==> src/rtl/fetch_unit_pkg.sv <==
// fetch_unit_pkg: shared processor definitions (opcodes, fetch FSM states).
package fetch_unit_pkg;
  localparam logic [7:0] OPC_NOP  = 8'd2;
  localparam logic [7:0] OPC_CLAC = 8'd7;
  localparam logic [7:0] OPC_JUMP = 8'd29;
  localparam logic [7:0] OPC_JMPZ = 8'd32;
  localparam logic [7:0] OPC_JMNZ = 8'd37;
  typedef enum logic [2:0] {
    S_ADDR, S_DATA, S_PRESENT, S_OP_ADDR, S_OP_DATA, S_HALT
  } fetch_state_e;
endpackage

==> src/rtl/fetch_unit.sv <==
// fetch_unit: instruction fetch FSM over a 1-cycle-latency IRAM; resolves jumps
// internally and presents all other opcodes to the control unit via valid/ready.
module fetch_unit
  import fetch_unit_pkg::*;
#(
  parameter int         ADDR_W  = 8,
  parameter logic [7:0] OP_NOP  = OPC_NOP,
  parameter logic [7:0] OP_JUMP = OPC_JUMP,
  parameter logic [7:0] OP_JMPZ = OPC_JMPZ,
  parameter logic [7:0] OP_JMNZ = OPC_JMNZ
) (
  input  logic              clk,
  input  logic              rst,
  output logic [ADDR_W-1:0] iram_addr,
  input  logic [7:0]        iram_dout,
  input  logic              z_flag,
  output logic [7:0]        instr,
  output logic              instr_valid,
  input  logic              instr_ready,
  output logic [ADDR_W-1:0] pc,
  output logic              halted,
  output logic [15:0]       retired
);
  fetch_state_e      state_q, state_d;
  logic [ADDR_W-1:0] pc_q, pc_d;
  logic [7:0]        instr_q, instr_d, op_q, op_d;
  logic [15:0]       retired_q, retired_d;
  logic              is_jmp, is_nop, taken, retire;
  always_ff @(posedge clk or posedge rst) begin
    if (rst) begin
      state_q   <= S_ADDR;
      pc_q      <= '0;
      instr_q   <= '0;
      op_q      <= '0;
      retired_q <= '0;
    end else begin
      state_q   <= state_d;
      pc_q      <= pc_d;
      instr_q   <= instr_d;
      op_q      <= op_d;
      retired_q <= retired_d;
    end
  end
  always_comb begin
    state_d = state_q;
    pc_d    = pc_q;
    instr_d = instr_q;
    op_d    = op_q;
    is_jmp  = iram_dout == OP_JUMP || iram_dout == OP_JMPZ || iram_dout == OP_JMNZ;
    is_nop  = iram_dout == OP_NOP;
    // op_q holds the jump opcode while its operand is fetched; z_flag only matters in S_OP_DATA
    taken   = op_q == OP_JUMP || (op_q == OP_JMPZ && z_flag) || (op_q == OP_JMNZ && !z_flag);
    retire  = (state_q == S_PRESENT && instr_ready) || state_q == S_OP_DATA;
    retired_d = (retire && retired_q != 16'hFFFF) ? retired_q + 16'd1 : retired_q;
    case (state_q)
      S_ADDR:    state_d = S_DATA;
      S_DATA: begin
        pc_d    = pc_q + 1'b1;
        op_d    = iram_dout;
        instr_d = (is_jmp || is_nop) ? instr_q : iram_dout;
        state_d = is_jmp ? S_OP_ADDR : is_nop ? S_HALT : S_PRESENT;
      end
      S_PRESENT: state_d = instr_ready ? S_ADDR : S_PRESENT;
      S_OP_ADDR: state_d = S_OP_DATA;
      S_OP_DATA: begin
        pc_d    = taken ? ADDR_W'(iram_dout) : pc_q + 1'b1;
        state_d = S_ADDR;
      end
      default:   state_d = state_q;
    endcase
  end
  assign iram_addr   = pc_q;
  assign pc          = pc_q;
  assign instr       = instr_q;
  assign instr_valid = state_q == S_PRESENT;
  assign halted      = state_q == S_HALT;
  assign retired     = retired_q;
endmodule

==> config.mk <==
export PLATFORM = sky130hd
export DESIGN_NAME = fetch_unit
export DESIGN_NICKNAME = d
export VERILOG_FILES = /design/src/rtl/fetch_unit_pkg.sv /design/src/rtl/fetch_unit.sv
export SDC_FILE = /design/constraint.sdc
export NUM_CORES = 1
export LEC_CHECK = 0
export ABC_CLOCK_PERIOD_IN_PS = 2860
export BUFFER_PORTS_ARGS = -buffer_cell sky130_fd_sc_hd__buf_4
export CAP_MARGIN = 15
export CELL_PAD_IN_SITES_DETAIL_PLACEMENT = 1
export CELL_PAD_IN_SITES_GLOBAL_PLACEMENT = 2
export CORE_ASPECT_RATIO = 1.2
export CORE_UTILIZATION = 25
export DETAILED_ROUTE_END_ITERATION = 10
export PLACE_DENSITY = 0.72
export SETUP_SLACK_MARGIN = 0.2
export SLEW_MARGIN = 20
export SYNTH_ARGS = -nofsm -noshare
export SYNTH_HDL_FRONTEND = slang
export SYNTH_SLANG_ARGS = --single-unit
==> constraint.sdc <==
create_clock -name clk -period 2.86 [get_ports clk]
set_clock_uncertainty 0.15 [all_clocks]
set_input_delay 0.143 -clock clk [delete_from_list [all_inputs] [get_ports clk]]
set_output_delay 0.143 -clock clk [all_outputs]
set_load 0.01 [all_outputs]
==> results list, run 1 <==
* Outcome: finished, final reports clean
- Htree depth: 2
* Core region area: 0.00903 sq mm
- After the first detailed-routing iteration, the DRC count stood at 48.
* Synth Net Count: 237
- All-Layer GR Usage: 13.1%
- Counting along the longest clock path gives a buffer depth of 2.
* Number of synthesized register bits: 43
- For the worst setup path, the data arrival time is ~2.2 ns.
- Most common cell after layout, fill and taps aside: sky130_fd_sc_hd__buf_4
- Max-cap violations in this run came to 0.
- The highest metal layer carrying signal wires in the routed design is met4.
- Peak VDD IR: 338 uV
* Cell taking the most area after synthesis: sky130_fd_sc_hd__dfrtp_1
- Kind of launch point of the worst setup path: flip-flop
- Largest stage delay on the critical path: a little under 0.7 ns
- Timing analysis after detailed placement gives a worst setup slack of ~0.77 ns.
* Worst slew margin relative to its limit: 43.9%
* Share of synthesized area occupied by flip-flops and latches: 46.5%
* Maximum fanout along the worst path: 11
* Final setup margin: 0.774 ns
* Sequence of cells on the critical path: nand2b_1 -> a21oi_1 -> o21ai_0 -> a2bb2oi_2
* Min cycle time layout: 2.09 ns
- Die area: around 0.0096 sq mm
- Quantity of I/O buffers inserted on ports: 53
* Number of buffers created by CTS: 5
- In the routed layout, each cell is associated on average with a via count of around 4.7.
* Gates resized, CTS repair: 0
- Avg Inst Size Synth: 10.4 sq um
- Static leakage power: 1.31 nW
- Share of synthesized flip-flops with an asynchronous set or reset: between 90% and 100%
* Met2 wire length: 3.22 mm
- Share of final-layout standard cells stronger than drive strength 1: 30.0%
- Final critical-path share of the clock period: 73.0%
- Summing every instance area after synthesis gives 0.00231 sq mm.
- Syn-to-layout area delta: 28.6%
- The initialized floorplan defines 38 standard-cell rows.
* Pin count of the biggest net entering global routing: 44
- Final Power: 2.74 mW
* Wire length of the first global-routing pass: about 10 mm
- Depth of the worst hold-timing path: 2
- The number of antenna violations at the first check in global routing came to 0.
- Number of nets still failing antenna checks after routing: 0
- The count of final max-slew check failures is 0.
* Initial core utilization: 25.6%
- Overflow left after global routing: 0
- The critical path in this run is classified as flip-flop to flip-flop.
- Count of cell instances traversed by the critical path: 4
* Routed length on met1: 2.62 mm
* Die outline width: around 90 um
* Type of destination of the critical path: flip-flop
* R2r worst-path depth: 4
* Endpoint required time on the critical path: 2.94 ns
- For the final routed database, the setup TNS stands at 0 ns.
- Fillers: approximately 1100
* Half-perimeter wire length after detailed placement: ~4.5 mm
- Setup repair after global routing left no endpoint under its margin.
- Floorplan die height: 107 um
* Number of antenna diodes: 0
- The min-delay analysis places its worst path in the category input pin to flip-flop.
- Cell at the root of the clock tree: sky130_fd_sc_hd__clkbuf_8
- Leading cell types in the layout, fill and taps excluded: sky130_fd_sc_hd__buf_4, sky130_fd_sc_hd__dfrtp_1, sky130_fd_sc_hd__nand2_1, sky130_fd_sc_hd__nand3_1
- The hold violation total from the final report came to 0.
* CTS tree: done
- Portion of synthesized cell area occupied by the leading cell type: 46.5%
- Setup violations remaining at the end of the flow were counted as 0.
- At the pin with the least slew margin, the transition time is roughly 0.84 ns.
- In the detailed route, the total length drawn on met3 is 204 um.
- Power spread over the standard cell area amounts to 921 mW/mm^2.
- Wires add up to 6.10 mm.
- Post-synth top flop: sky130_fd_sc_hd__dfrtp_1
* Clk sinks: 43
* Number of hold buffers added after cts: 8
- Total of warnings raised by yosys: 0
* First drt pass iteration count: 4
- Post-CTS timing repair inserted 0 buffers for setup.
- Vias in the first global route: around 2000
- Latest clock arrival within the worst-skew pair: 0.31 ns
- After clock tree synthesis, the clock-pin slew on the worst setup and hold paths is 0.10 ns.
- Vias post-DR: 1899
- Routability-driven placement finished with a final weighted congestion of 0.766.
* Number of nets in the layout: just under 300
- The largest individual stage delay along the critical path comes from the cell sky130_fd_sc_hd__a21oi_1.
- Main area contributors after synthesis: sky130_fd_sc_hd__dfrtp_1, sky130_fd_sc_hd__nand3_1, sky130_fd_sc_hd__xnor2_1
- Together, buffers and inverters on the worst path number 0.
- Count of flip-flops with a built-in enable after synthesis: 0
- DRC violations left: 0
- For this design the top-level I/O count stands at 54.
- In this design, the largest share of critical-path delay is due to compound AO/OA/AOI/OAI gates.
* WL/cell: 15.2 um
- Instance count of the mapped netlist: 223
* Max Freq: around 480 MHz
* Distinct cell type count of the synthesized netlist: 55
-- power breakdown --
part           switching, mW  total, mW  internal [mW]
registers              0.253       1.08          0.825
logic                  0.567       1.17          0.604
clock network          0.232      0.492          0.261
-- per-stage QoR --
step                cell area (sq um)  instances  hold slack [ns]  util (%)
floorplan                        2310        223            0.127         -
global placement                 2780        384            0.193      30.8
detailed placement               2780        384            0.196      30.8
CTS                              2970        400          0.00206      32.9
global route                     2970        400          0.00595      32.9
finish                           2970        400          0.00365      32.9
-- cell families (layout without fill, tap and decap cells) --
group / Yosys count / after routing / synth area share (%)
AO/OA/AOI/OAI: 39 / 39 / 14.0
AND/OR/NAND/NOR: 94 / 94 / 23.0
multiplexers: 12 / 12 / 5.68
adder cells (fa/ha/maj): 2 / 2 / 1.08
flip-flops: 43 / 43 / 46.5
XOR/XNOR: 12 / 12 / 4.55
buffers and inverters: 21 / 78 / 5.20
-- per-layer routing --
layer | GRT usage, % | vias up
li1 | - | 906
met1 | 15.9 | 945
met2 | 24.1 | 42
met3 | 2.40 | 6
met4 | 3.16 | 0
met5 | 0 | -
-- state kept, by name, summed over array words and instances (netlist names) --
| signal | count |
|---|---|
| state_q | 3 |
| instr | 8 |
| op_q | 8 |
| iram_addr | 8 |
| retired | 16 |
-- Yosys cell counts, drive strengths merged (6+ instances only) --
master   n
nand2   23
buf     12
xnor2   10
dfrtp   43
nand4    7
nor2    12
nor3     7
nand3   18
inv      7
and2     6
o21ai    7
a21oi    7
mux2     9
-- layout make-up --
cell class	count	area [sq um]	area share, %
clock inverters	3	43.8	1.47
multi-input cells	159	1120	37.5
flip-flops and latches	43	1080	36.2
repair buffers	63	493	16.6
inverters	7	26.3	0.883
clock buffers	5	68.8	2.31
well taps	120	150	5.05
-- worst paths after layout --
check | startpoint | endpoint | slack (ns)
worst min register to register | instr[5]$_DFFE_PP0P_ | instr[5]$_DFFE_PP0P_ | 0.35
max in group asynchronous | rst | instr[4]$_DFFE_PP0P_ | 1.78
worst min-delay path | iram_dout[4] | op_q[4]$_DFFE_PP0P_ | 0.004
worst max-delay path | state_q[2]$_DFFE_PP0P_ | iram_addr[6]$_DFFE_PP0P_ | 0.77
min in group asynchronous | rst | iram_addr[3]$_DFFE_PP0P_ | 0.39
worst max register to register | state_q[2]$_DFFE_PP0P_ | iram_addr[6]$_DFFE_PP0P_ | 0.77
Note: power is estimated with default switching activity, not from simulation.
==> inputs of run 2 (changes only) <==
ABC_CLOCK_PERIOD_IN_PS = 2200   (was 2860)
clock period = 2.2 ns   (was 2.86 ns; I/O delays follow)
==> run 2 against run 1 <==
Setup slack worse by 0.49 ns. Sequential share of layout area is 0.98 points lower. Die area stayed put. Largest power group unchanged. Highest routed layer unchanged. Critical endpoint is now instr[1]$_DFFE_PP0P_.
==> results list, run 2 (synthesized netlist as in run 1, its figures left out) <==
- CP Data Arrival Time: approximately 2.0 ns
- The worst pin sits at a relative slew slack of 60.9%.
* Wire length of the first global-routing pass: 9.98 mm
- Initial antenna violation count: 0
- The critical path in this run is classified as input pin to flip-flop.
- Clk sinks: 43
* Slew Viols, Final: 0
- Min cycle time layout: 1.92 ns
- Floorplan die height: 107 um
- Post-Route Hold Slack: 0.342 ns
* Via-to-Cell Ratio: 4.72
- TritonCTS built the clock tree.
- The H-tree was split into 2 levels.
* Setup repair after global routing missed its margin: false
- Outcome: finished, final reports clean
- The root buffer cell chosen for the clock tree is sky130_fd_sc_hd__clkbuf_8.
- Quantity of I/O buffers inserted on ports: between 50 and 60
- The final layout contains routed wiring with a total length of 6.03 mm.
- Syn-to-layout area delta: 32.4%
- Start point of the critical path: iram_dout[4]
- STA puts the critical path data required time at between 2 and 2.5 ns.
* Number of nets in the layout: 300
- Actual slew at the worst max-slew pin: 0.586 ns
- The library cell used most frequently in the layout, excluding fill and tap cells, is sky130_fd_sc_hd__buf_4.
- Total instance count after detailed placement: 387
- The highest layer touched by signal routing is met4.
- Net switching share of the total power: 36.5%
- After routing the design area is 0.00306 sq mm.
- DRC violations left: 0
- Setup violations remaining at the end of the flow were counted as 0.
- Vias post-DR: 1920
* First drt pass iteration count: 4
* Met3 WL: 190 um
- The hold violation total from the final report was 0.
- Type of destination of the critical path: flip-flop
- The clock passes through at most 2 buffers.
- Clock network fraction of design power: 19.9%
* Static leakage power: 1.35 nW
- The count of nets left with antenna violations once routing finished came out at 0.
* Net switching power: 1.36 mW
- Global placement routability congestion: roughly 0.75
- In the layout the commonest cells are sky130_fd_sc_hd__buf_4, sky130_fd_sc_hd__dfrtp_1, sky130_fd_sc_hd__nand2_1, sky130_fd_sc_hd__nand3_1.
- The internal portion of the total power is 2.35 mW.
* Number of antenna diodes: 0
- MaxCap Viol Count: 0
- The worst-case IR drop observed on VDD is 466 uV.
* Pre-CTS setup slack: ~0.19 ns
- Max Freq: 522 MHz
- Detailed Route Iter0 Violations: 49
- After detailed routing, the wire length on met1 is 2.70 mm.
- 54 I/O pins were placed.
- Pin count of the biggest net entering global routing: 44
* Worst hold path class: input pin to asynchronous set/reset pin
* Initial core utilization: approximately a quarter
* Share of final-layout standard cells stronger than drive strength 1: 31.7%
- Maximum fanout along the worst path: 8
- Final Power: around 3.7 mW
* Placed Instance Area: 0.00280 sq mm
* Number of flip-flops under the largest register name: 16
* Half-perimeter wire length after detailed placement: 4.37 mm
- After clock tree synthesis, the clock-pin slew on the worst setup and hold paths is 0.09 ns.
- The worst setup path is launched from an input pin.
- The core region is 0.00903 sq mm.
* Reg-to-reg critical path startpoint: retired[0]$_DFFE_PP0P_
* Final setup margin: roughly 0.28 ns
- Post-Route Setup TNS: 0 ns
* Die outline width: roughly 90 um
- Leaving out filler cells and counting taps, the final layout contains 407.
* Crit path buffers/inverters: 2
- Dividing the final minimum period by the clock period gives 87.1%.
- Dividing the detail-routed wire length by the instance count gives approximately 15 um.
- For this run the aggregate overflow at the end of global routing stands at 0.
- Combinational logic is responsible for 42.5% of the overall power.
- Vias in the first global route: around 1900
* Sequence of cells on the critical path: dlygate4sd3_1 -> buf_4 -> and4bb_1 -> o311ai_2 -> and2_4 -> nand2_4 -> a32o_1
- TritonCTS created 5 clock buffers.
- In this design, the stage delay of the slowest critical-path cell is 0.53 ns.
- Portion of total power attributed to sequential cells: 37.5%
- Across every metal layer, demand over resource in global routing totals 13.1%.
- Cell Rows: 38
- Ratio of total power to cell area: 1210 mW/mm^2
* Slowest CP cell: sky130_fd_sc_hd__dlygate4sd3_1
- Latest clock arrival within the worst-skew pair: 0.30 ns
- Top delay family on crit path: buffers and inverters
- Cells fill 33.9% of the core in the end.
- Die area: 0.00964 sq mm
- Met2 wire length: between 3 and 4 mm
## run 2: changes by cell type in the layout (fill, tap and decap cells not counted), sizes merged
cell,change
buf,+5
clkinv,-2
dlygate4sd3,+2
bufinv,+1
clkbuf,+1
## run 2: power groups by stage
stage | sequential [mW] | clock [mW] | combinational (mW)
2_1_floorplan | 1.39 | 0 | 0.993
3_3_place_gp | 1.40 | 0 | 1.56
3_5_place_dp | 1.41 | 0 | 1.58
4_1_cts | 1.40 | 0.765 | 1.60
5_1_grt | 1.44 | 0.803 | 1.74
6_report | 1.39 | 0.739 | 1.58
## run 2: layer usage
layer,track usage [%],up-vias
li1,-,926
met3,2.61,6
met4,3.51,0
met5,0,-
met2,23.2,40
met1,16.1,948
## run 2: timing repair
action / 4_1_cts / 5_1_grt
pin swaps: 0 / 2
cloned: 0 / 0
buffers inserted: 0 / 2
hold endpoints to repair: 64 / 0
hold buffers: 10 / 0
resized for setup: 1 / 3
endpoints found under the setup margin: 1 / 7
## run 2: area by class of cell
class | instances | area (sq um)
Tap cell | 120 | 150
Multi-Input combinational cell | 159 | 1120
Clock inverter | 2 | 60.1
Inverter | 7 | 26.3
Clock buffer | 6 | 72.6
Sequential cell | 43 | 1080
Fill cell | 1064 | 5970
Timing Repair Buffer | 70 | 551
## run 2: path summary, 6_finish.rpt
| kind | to | slack, ns | depth (start not counted) |
|---|---|---|---|
| min reg2reg | instr[5]$_DFFE_PP0P_ | 0.34 | 1 |
| min | retired[3]$_DFFE_PP0P_ | 0.34 | 4 |
| max in group asynchronous | state_q[2]$_DFFE_PP0P_ | 1.12 | 4 |
| max reg2reg | retired[1]$_DFFE_PP0P_ | 0.32 | 5 |
| max | instr[1]$_DFFE_PP0P_ | 0.28 | 7 |
| min in group clk | instr[5]$_DFFE_PP0P_ | 0.34 | 1 |
## run 2: worst reg2reg max path, delay by kind of cell, from the launching register on
family	cells	cell delay, ns
and+or+nand+nor	2	0.48
muxes	1	0.32
AOI/OAI and AO/OA	1	0.14
adders and majority gates	1	0.24
DFF	1	0.45
==> inputs of run 3 (changes only) <==
CTS_BUF_LIST = sky130_fd_sc_hd__clkbuf_8 sky130_fd_sc_hd__clkbuf_16   (was unset)
==> run 3 against run 2 <==
Via count down 0.21%. Clock power barely moved. Setup slack worse by 0.0021 ns. Fmax fell by 0.11%. Flip-flop and latch count unchanged. Global-route usage unchanged. First-iteration DRC count decreased by 8.2%. Count of clock-buffer cells in the layout down 1. Hold slack unchanged. Sequential share of layout area up 0.11 points. Final cell count down 0.25%. Cell area down 0.20%. Critical endpoint unchanged. Highest routed layer unchanged.
==> results list, run 3 (synthesized netlist as in run 1, its figures left out) <==
* Worst flop-to-flop path endpoint: retired[1]$_DFFE_PP0P_
- Once detailed placement completed, the half-perimeter wirelength came to 4.37 mm.
- Bufs on Longest Clock Path: 2
- Peak VDD IR: 466 uV
- Placed Instance Area: 0.00280 sq mm
* Floorplan die height: 107 um
- The die covers 0.00964 sq mm.
- The hold violation total from the final report is 0.
- The startpoint identified for the worst register-to-register timing path is retired[1]$_DFFE_PP0P_.
- First drt pass iteration count: 4
- Number of nets in the layout: 299
* Final setup violating endpoints: 0
* Static leakage power: 1.35 nW
- R2r worst-path depth: 5
- Final critical-path share of the clock period: 87.2%
- For this run, design rule violations remaining after detail routing come to 0.
- Latest clock arrival within the worst-skew pair: approximately 0.30 ns
* Ratio of total power to cell area: around 1200 mW/mm^2
- The worst setup path is of the input pin to flip-flop kind.
- Global routing consumed, over all layers together, 13.1% of the routing resources.
* Largest stage delay on the critical path: 0.53 ns
- Syn-to-layout area delta: 32.1%
- Outcome: finished, final reports clean
* Endpoint required time on the critical path: 2.24 ns
- In this run, the number of DRC markers left after iteration 0 of detailed routing was 45.
- The most critical setup path has its startpoint at iram_dout[4].
* Post-Route Setup TNS: 0 ns
- Hold is met by 0.342 ns.
- Slowest CP cell: sky130_fd_sc_hd__dlygate4sd3_1
- Vias post-DR: 1916
* Sequence of cells on the critical path: dlygate4sd3_1 -> buf_4 -> and4bb_1 -> o311ai_2 -> and2_4 -> nand2_4 -> a32o_1
- The floorplan has 38 rows.
- CTS tree: done
- Fill cells in the final layout number 1063.
- End point of the critical path: instr[1]$_DFFE_PP0P_
* Setup repair after global routing missed its margin: false
* Final instance area: 0.00305 sq mm
- Final setup margin: 0.281 ns
- Worst hold path class: flip-flop to flip-flop
- After floorplanning, the core was sized to cover 0.00903 sq mm.
* Clock-pin slew of the registers on the worst-case setup and hold paths: about 0.09 ns
* Pin count of the biggest net entering global routing: 44
- Overflow left after global routing: 0
* Share of final-layout standard cells stronger than drive strength 1: a little under a third
- Using the TritonRoute via totals, the vias-per-cell ratio works out to 4.72.
- After detailed routing, the average wire length per cell comes to between 10 and 15 um.
- Actual slew at the worst max-slew pin: 0.588 ns
* Kind of launch point of the worst setup path: input pin
- For the worst setup path, the data arrival time is 1.96 ns.
- Leading cell types in the layout, fill and taps excluded: sky130_fd_sc_hd__buf_4, sky130_fd_sc_hd__dfrtp_1, sky130_fd_sc_hd__nand2_1, sky130_fd_sc_hd__nand3_1
- Type of destination of the critical path: flip-flop
- For this design the top-level I/O count stands at 54.
* Cell at the root of the clock tree: sky130_fd_sc_hd__clkbuf_8
- Number of flip-flops under the largest register name: 16
- Wire length of the first global-routing pass: 9.98 mm
* Die outline width: 89.8 um
- The count of nets left with antenna violations once routing finished came out at 0.
- Number of antenna diodes: 0
- Buffers inserted during clock tree synthesis total 5.
- Most common cell after layout, fill and taps aside: sky130_fd_sc_hd__buf_4
- Input and output buffers added on the ports amount to 53.
- The number of antenna violations at the first check in global routing is 0.
- At the end of routability-driven placement, the weighted congestion stood at between 0.7 and 0.8.
- Initial core utilization: 25.6%
- Vias in the first global route: 1921
- In this run the worst path has a maximum fanout of 8.
- Clk sinks: 43
- Slew Viols, Final: 0
- Overall routed net length: 6.03 mm
- Pre-CTS setup slack: 0.191 ns
* Max Freq: 521 MHz
- In this run the tightest slew margin relative to its limit is roughly three fifths.
- Subtracting the final worst setup slack from the clock period gives 1.92 ns.
- MaxCap Viol Count: 0
- R2R Setup Slk: around 0.34 ns
- CTS built an H-tree with a depth of 2.
## run 3: layout make-up
class / instances / area [sq um] / area share [%]
Clock buffer: 5 / 68.8 / 2.25
Clock inverter: 3 / 63.8 / 2.09
Inverter: 7 / 26.3 / 0.860
Multi-Input combinational cell: 159 / 1120 / 36.8
Sequential cell: 43 / 1080 / 35.3
Tap cell: 120 / 150 / 4.92
Timing Repair Buffer: 69 / 543 / 17.8
## run 3: what timing repair did
action | in CTS | in global routing
gates cloned | 0 | 0
hold buffers | 10 | 0
setup buffers | 0 | 1
endpoints found under the hold margin | 64 | 0
endpoints found under the setup margin | 1 | 7
pin swaps | 0 | 2
resized for setup | 1 | 4
## run 3: routing by layer
metal	wire length, um	global-route usage, %	share of wire [%]
met5	0	0	0
met4	63	3.51	1.0
met3	190	2.61	3.2
met2	3060	23.2	51
met1	2720	16.1	45
## run 3: metrics by stage
stage	power [mW]	instances	utilization, %
CTS	3.76	405	33.7
finish	3.71	406	33.8
detailed placement	2.99	387	31.0
global placement	2.96	387	31.0
floorplan	2.39	223	-
global route	3.98	406	33.8
## run 3: worst min path at each step
| stage | from | to | slack (ns) | cells after the start |
|---|---|---|---|---|
| finish | instr[5]$_DFFE_PP0P_ | instr[5]$_DFFE_PP0P_ | 0.34 | 1 |
| floorplan | iram_dout[5] | op_q[5]$_DFFE_PP0P_ | 0.09 | 2 |
| global placement | rst | retired[3]$_DFFE_PP0P_ | 0.16 | 3 |
| detailed placement | rst | iram_addr[4]$_DFFE_PP0P_ | 0.16 | 3 |
| CTS | instr[5]$_DFFE_PP0P_ | instr[5]$_DFFE_PP0P_ | 0.35 | 1 |
| global route | instr[5]$_DFFE_PP0P_ | instr[5]$_DFFE_PP0P_ | 0.37 | 1 |
## run 3: where the power goes
part	internal [mW]	switching [mW]	total, mW
combinational	0.824	0.753	1.58
clock	0.450	0.288	0.738
sequential	1.08	0.317	1.39
## run 3: worst max-delay path, delay by kind of cell
family	cells	cell delay, ns
simple gates	3	0.57
buf+inv	2	0.69
compound gates	2	0.58
